### src/rtl/fft_pkg.sv
// Shared FFT-chain constants and types (FFT source, peak picker, threshold).
package fft_pkg;

  localparam int unsigned FFT      = 1024;
  localparam int unsigned LGFFT    = 10;
  localparam int unsigned HFFT     = FFT / 2;
  localparam int unsigned DW       = 16;
  localparam int unsigned MAGFLOOR = 64;

  typedef logic [LGFFT-2:0]        bin_t;
  typedef logic [LGFFT-1:0]        cnt_t;
  typedef logic [DW:0]             mag_t;
  typedef logic [DW-1:0]           umag_t;
  typedef logic signed [DW-1:0]    sample_t;

  // Two's-complement magnitude; -2^(DW-1) maps to 2^(DW-1), which fits unsigned DW bits.
  function automatic umag_t abs_sample(input sample_t s);
    umag_t u;
    u = umag_t'(s);
    return s[DW-1] ? ((~u) + umag_t'(1)) : u;
  endfunction

endpackage

### src/rtl/fft_mag_approx.sv
// Two-stage magnitude approximation (abs, then |re|+|im| or alpha-max-beta-min).
// Build option: define PEAK_MAG_AMBM_EN for mag = max + min/4 + min/8.
module fft_mag_approx
  import fft_pkg::*;
(
  input  logic                 clk,
  input  logic                 rst,
  input  logic                 i_valid,
  input  logic [LGFFT-1:0]     i_bin,
  input  logic signed [DW-1:0] i_re,
  input  logic signed [DW-1:0] i_im,
  output logic                 o_valid,
  output logic [LGFFT-1:0]     o_bin,
  output logic [DW:0]          o_mag
);

  logic  s1_valid;
  cnt_t  s1_bin;
  umag_t abs_re_q;
  umag_t abs_im_q;
  mag_t  mag_d;

  always_ff @(posedge clk) begin
    if (rst) begin
      s1_valid <= 1'b0;
      s1_bin   <= '0;
      abs_re_q <= '0;
      abs_im_q <= '0;
    end else begin
      s1_valid <= i_valid;
      s1_bin   <= i_bin;
      abs_re_q <= abs_sample(i_re);
      abs_im_q <= abs_sample(i_im);
    end
  end

`ifdef PEAK_MAG_AMBM_EN
  umag_t mx;
  umag_t mn;

  always_comb begin
    mx = '0;
    mn = '0;
    if (abs_re_q >= abs_im_q) begin
      mx = abs_re_q;
      mn = abs_im_q;
    end else begin
      mx = abs_im_q;
      mn = abs_re_q;
    end
    mag_d = mag_t'(mx) + mag_t'(mn >> 2) + mag_t'(mn >> 3);
  end
`else
  always_comb begin
    mag_d = mag_t'(abs_re_q) + mag_t'(abs_im_q);
  end
`endif

  always_ff @(posedge clk) begin
    if (rst) begin
      o_valid <= 1'b0;
      o_bin   <= '0;
      o_mag   <= '0;
    end else begin
      o_valid <= s1_valid;
      o_bin   <= s1_bin;
      o_mag   <= mag_d;
    end
  end

endmodule

### src/rtl/fft_peak_picker.sv
// Tracks the strongest positive-frequency bin (DC excluded) per frame and publishes its index.
// Build option: PEAK_MAG_AMBM_EN selects the magnitude approximation in fft_mag_approx.
module fft_peak_picker
  import fft_pkg::*;
(
  input  logic                 clk,
  input  logic                 rst,
  input  logic                 i_valid,
  input  logic                 i_sop,
  input  logic signed [DW-1:0] i_re,
  input  logic signed [DW-1:0] i_im,
  output logic [LGFFT-2:0]     o_index,
  output logic [DW:0]          o_mag,
  output logic                 o_valid
);

  localparam cnt_t LastBin  = cnt_t'(FFT - 1);
  localparam cnt_t HalfBin  = cnt_t'(HFFT);
  localparam mag_t MagFloor = mag_t'(MAGFLOOR);

  cnt_t cnt_q;
  cnt_t bin_in;

  logic s2_valid;
  cnt_t s2_bin;
  mag_t s2_mag;

  mag_t max_q, max_d;
  bin_t best_q, best_d;
  logic done_q, done_d;

  // An sop beat is bin 0 whatever the counter says, which also resyncs a broken frame.
  assign bin_in = i_sop ? '0 : cnt_q;

  always_ff @(posedge clk) begin
    if (rst) begin
      cnt_q <= '0;
    end else if (i_valid) begin
      cnt_q <= bin_in + cnt_t'(1);
    end
  end

  fft_mag_approx u_mag (
    .clk     (clk),
    .rst     (rst),
    .i_valid (i_valid),
    .i_bin   (bin_in),
    .i_re    (i_re),
    .i_im    (i_im),
    .o_valid (s2_valid),
    .o_bin   (s2_bin),
    .o_mag   (s2_mag)
  );

  always_comb begin
    max_d  = max_q;
    best_d = best_q;
    done_d = 1'b0;
    if (done_q) begin
      max_d  = '0;
      best_d = '0;
    end
    if (s2_valid) begin
      // Bin 0 starts a frame (normal or resync), so the running max restarts here.
      if (s2_bin == '0) begin
        max_d  = '0;
        best_d = '0;
      end else if ((s2_bin < HalfBin) && (s2_mag > max_d)) begin
        max_d  = s2_mag;
        best_d = s2_bin[LGFFT-2:0];
      end
      done_d = (s2_bin == LastBin);
    end
  end

  always_ff @(posedge clk) begin
    if (rst) begin
      max_q  <= '0;
      best_q <= '0;
      done_q <= 1'b0;
    end else begin
      max_q  <= max_d;
      best_q <= best_d;
      done_q <= done_d;
    end
  end

  always_ff @(posedge clk) begin
    if (rst) begin
      o_valid <= 1'b0;
      o_index <= '0;
      o_mag   <= '0;
    end else begin
      o_valid <= done_q;
      if (done_q) begin
        o_mag   <= max_q;
        o_index <= (max_q >= MagFloor) ? best_q : '0;
      end
    end
  end

endmodule

### config.mk
export PLATFORM = sky130hd
export DESIGN_NAME = fft_peak_picker
export DESIGN_NICKNAME = d
export VERILOG_FILES = /design/src/rtl/fft_pkg.sv /design/src/rtl/fft_mag_approx.sv /design/src/rtl/fft_peak_picker.sv
export SDC_FILE = /design/constraint.sdc
export NUM_CORES = 1
export LEC_CHECK = 0
export CAP_MARGIN = 10
export CORE_ASPECT_RATIO = 0.8
export CORE_UTILIZATION = 56
export DETAILED_ROUTE_END_ITERATION = 12
export GPL_TIMING_DRIVEN = 1
export PLACE_DENSITY_LB_ADDON = 0.12
export SETUP_SLACK_MARGIN = 0.2
export SYNTH_ARGS = -nofsm -noshare
export SYNTH_HDL_FRONTEND = slang
export SYNTH_SLANG_ARGS = --single-unit
### constraint.sdc
create_clock -name clk -period 3.8 [get_ports clk]
set_input_delay 0.57 -clock clk [delete_from_list [all_inputs] [get_ports clk]]
set_output_delay 0.57 -clock clk [all_outputs]
set_load 0.01 [all_outputs]
==> impl_metrics.csv <==
group,metric,value,unit
outcome,status,"completed",
power,finalPower,3640,uW
worst_setup_path,worstPathMaxFanout,27,
sta,timing.final.crit_share,0.778,
sta,max_clock_freq,338,MHz
finish,num-nets-final,736,
finish,syn_to_final_growth,23.3,%
worst_setup_path,max_stage_delay,0.77,ns
worst_setup_path,critPathCaptureType,"flop",
drt,vias,4446,
worst_setup_path,critPathArrivalTime,3.29,ns
floorplanning,fp.dieH,93.1,um
synth,synthTopCellsByArea,"dfxtp_1 47%, ha_1 7.8%, nor2_1 6.0%",
finish,most-common-layout-cells,"135 x dfxtp_1, 93 x nor2_1, 61 x clkdlybuf4s50_1",
synth,yosys.area.top_type,"dfxtp_1",
clock_network,numCtsBuffers,17,
global_route,antenna_found_initial,0,
synth,ys_seq_elements,135,
sta,finalClockSkew,0.00835,ns
synth,synthFlopType,"dfxtp_1",
global_route,grt.total_usage,0.234,
sta,max-slew-margin-rel,0.354,
clock_network,clock-sinks,135,
sta,max_slew.worst_pin.slew,0.968,ns
clock_network,cts-root-buf,"clkbuf_16",
drt,wirelength,11700,um
floorplanning,core.rowCount,32,
sta,tns,0,ns
worst_setup_path,critical_path_class,"reg2reg",
global_route,grt_pass1_wl,19800,um
synth,ys_types,55,
synth,synth_seq_area_share,0.465,
worst_setup_path,cp_cell_sequence,"inv_2 > nand2_1 > ha_1 > a21o_1 > a21o_1 > a21oi_1 > nand2_1 > o21ai_1 > a31o_1 > a22o_1",
floorplanning,design.core.area,9850,um^2
worst_setup_path,start_kind,"flop",
worst_setup_path,worstPathRequired,4.14,ns
clock_network,insertion_delay,0.40,ns
place,dpl.hpwl,8130,um
drt,first_iter_violations,271,
synth,syn_nets,676,
global_route,grt_start_max_net_pins,102,
power,p_leak,0.00283,uW
floorplanning,initial_utilization,0.590,
sta,hold_viol,0,
drt,via_per_inst,5.48,
finish,layout_commonest_cell,"dfxtp_1",
synth,synth_cells,603,
sta,setup_viol,0,
sta,rsz0062_at_grt,"false",
synth,synthArstFlopShare,0,
finish,diodes,0,
clock_network,cts_tree,"done",
place,routabilityCongestion,0.829,
floorplanning,ios,63,
global_route,grt_pass1_vias,4349,
floorplanning,die_w,116,um
finish,fillers,766,
power,power_density,509,nW/um^2
drt,wl_per_cell,14.4,um
worst_hold_path,hold_class,"reg2reg",
clock_network,cts_max_path_buffers,2,
clock_network,htreeDepth,4,
drt,drtPass1Iterations,5,
clock_network,post-cts-setup-buffers,0,
synth,synth_top_area_frac,0.465,
synth,ys_warn_count,0,
clock_network,cts_resized,0,
synth,syn_area_per_cell,9.63,um^2
sta,layout_min_cycle_time,2.96,ns
synth,synth_edf_count,0,
sta,slew_viol_final,0,
run,max_cap_viol_count,0,
synth,synth_area,5810,um^2
place,port-buffer-count,62,
global_route,overflow,0,
drt,drc,0,
floorplanning,die-area,10800,um^2
worst_setup_path,crit_slowest_cell,"a31o_1",
drt,ant_nets,0,
power,peakVddDrop,0.000335,V
clock_network,clkTransAtPathRegs,0.06,ns
clock_network,cts_hold_buf,0,
finish,drive_above_1_share,0.0680,
-- where the power goes --
group | internal [uW] | switching (uW) | total, uW
sequential | 1470 | 29.6 | 1500
combinational | 160 | 186 | 346
clock | 1220 | 583 | 1800
total | 2850 | 799 | 3640
-- routing by layer --
layer / up-vias / track usage / wire, um
li1: 2258 / - / -
met1: 2035 / 0.304 / 5650
met2: 133 / 0.374 / 5340
met3: 20 / 0.0551 / 530
met4: 0 / 0.0983 / 176
met5: - / 0 / 0
-- final cells by class --
type	instances	area (um^2)	share of cell area
repair buffers	65	638	0.0891
well taps	136	170	0.0238
inverters	12	45.0	0.00629
flip-flops and latches	135	2700	0.377
clock buffers	21	470	0.0657
multi-input cells	432	2940	0.411
clock inverters	11	193	0.0269
-- metrics by stage --
stage	worst slack [ns]	cell area (um^2)	std cells	hold slack, ns	util
final	0.845	7160	812	0.437	0.727
after detailed placement	0.871	6500	780	0.423	0.660
after global routing	0.572	7160	812	0.458	0.727
after global placement	0.847	6500	780	0.419	0.660
after floorplan	1.05	5810	603	0.414	-
after CTS	0.848	7160	812	0.436	0.727
-- path summary, 6_finish.rpt --
path / from / endpoint / slack (ns) / depth (start not counted)
setup / recovery: done_q / max_q[10] / 0.84 / 10
hold / removal: u_mag.s1_bin[1] / u_mag.o_bin[1] / 0.44 / 1
setup reg to reg: done_q / max_q[10] / 0.84 / 10
hold reg to reg: u_mag.s1_bin[1] / u_mag.o_bin[1] / 0.44 / 1
-- kinds of logic after synthesis --
family                   after synthesis  synth area share
AO/OA/AOI/OAI                        121             0.151
XOR/XNOR                              39            0.0588
adder cells (fa/ha/maj)               37            0.0810
buffers and inverters                 36            0.0278
flip-flops                           135             0.465
multiplexers                          20            0.0345
AND/OR/NAND/NOR                      215             0.181
-- synthesized netlist by cell type (12+ instances only) --
master    instances
dfxtp_1         135
nor2_1           93
ha_1             36
nand2_1          32
xor2_1           31
a22o_1           26
nor2b_1          22
a21oi_1          20
mux2i_1          20
clkbuf_1         17
o21ai_0          14
nor3_1           12
-- critical path, delay by kind of cell (launching register included) --
kind            cells  cell delay, ns
compound gates      6            1.72
buf+inv             1            0.34
flops               1            0.31
fa+ha+maj           1            0.31
simple gates        2            0.19
-- registers in the layout, indices dropped and copies added, names as in the netlist --
signal          cells
done_q              1
u_mag.abs_re_q     16
u_mag.s1_bin       10
o_valid             1
u_mag.s1_valid      1
u_mag.abs_im_q     16
u_mag.o_mag        17
cnt_q              10
o_mag              17
u_mag.o_bin        10
u_mag.o_valid       1
max_q              17
o_index             9
best_q              9
Power figures use the tool's default switching activity.
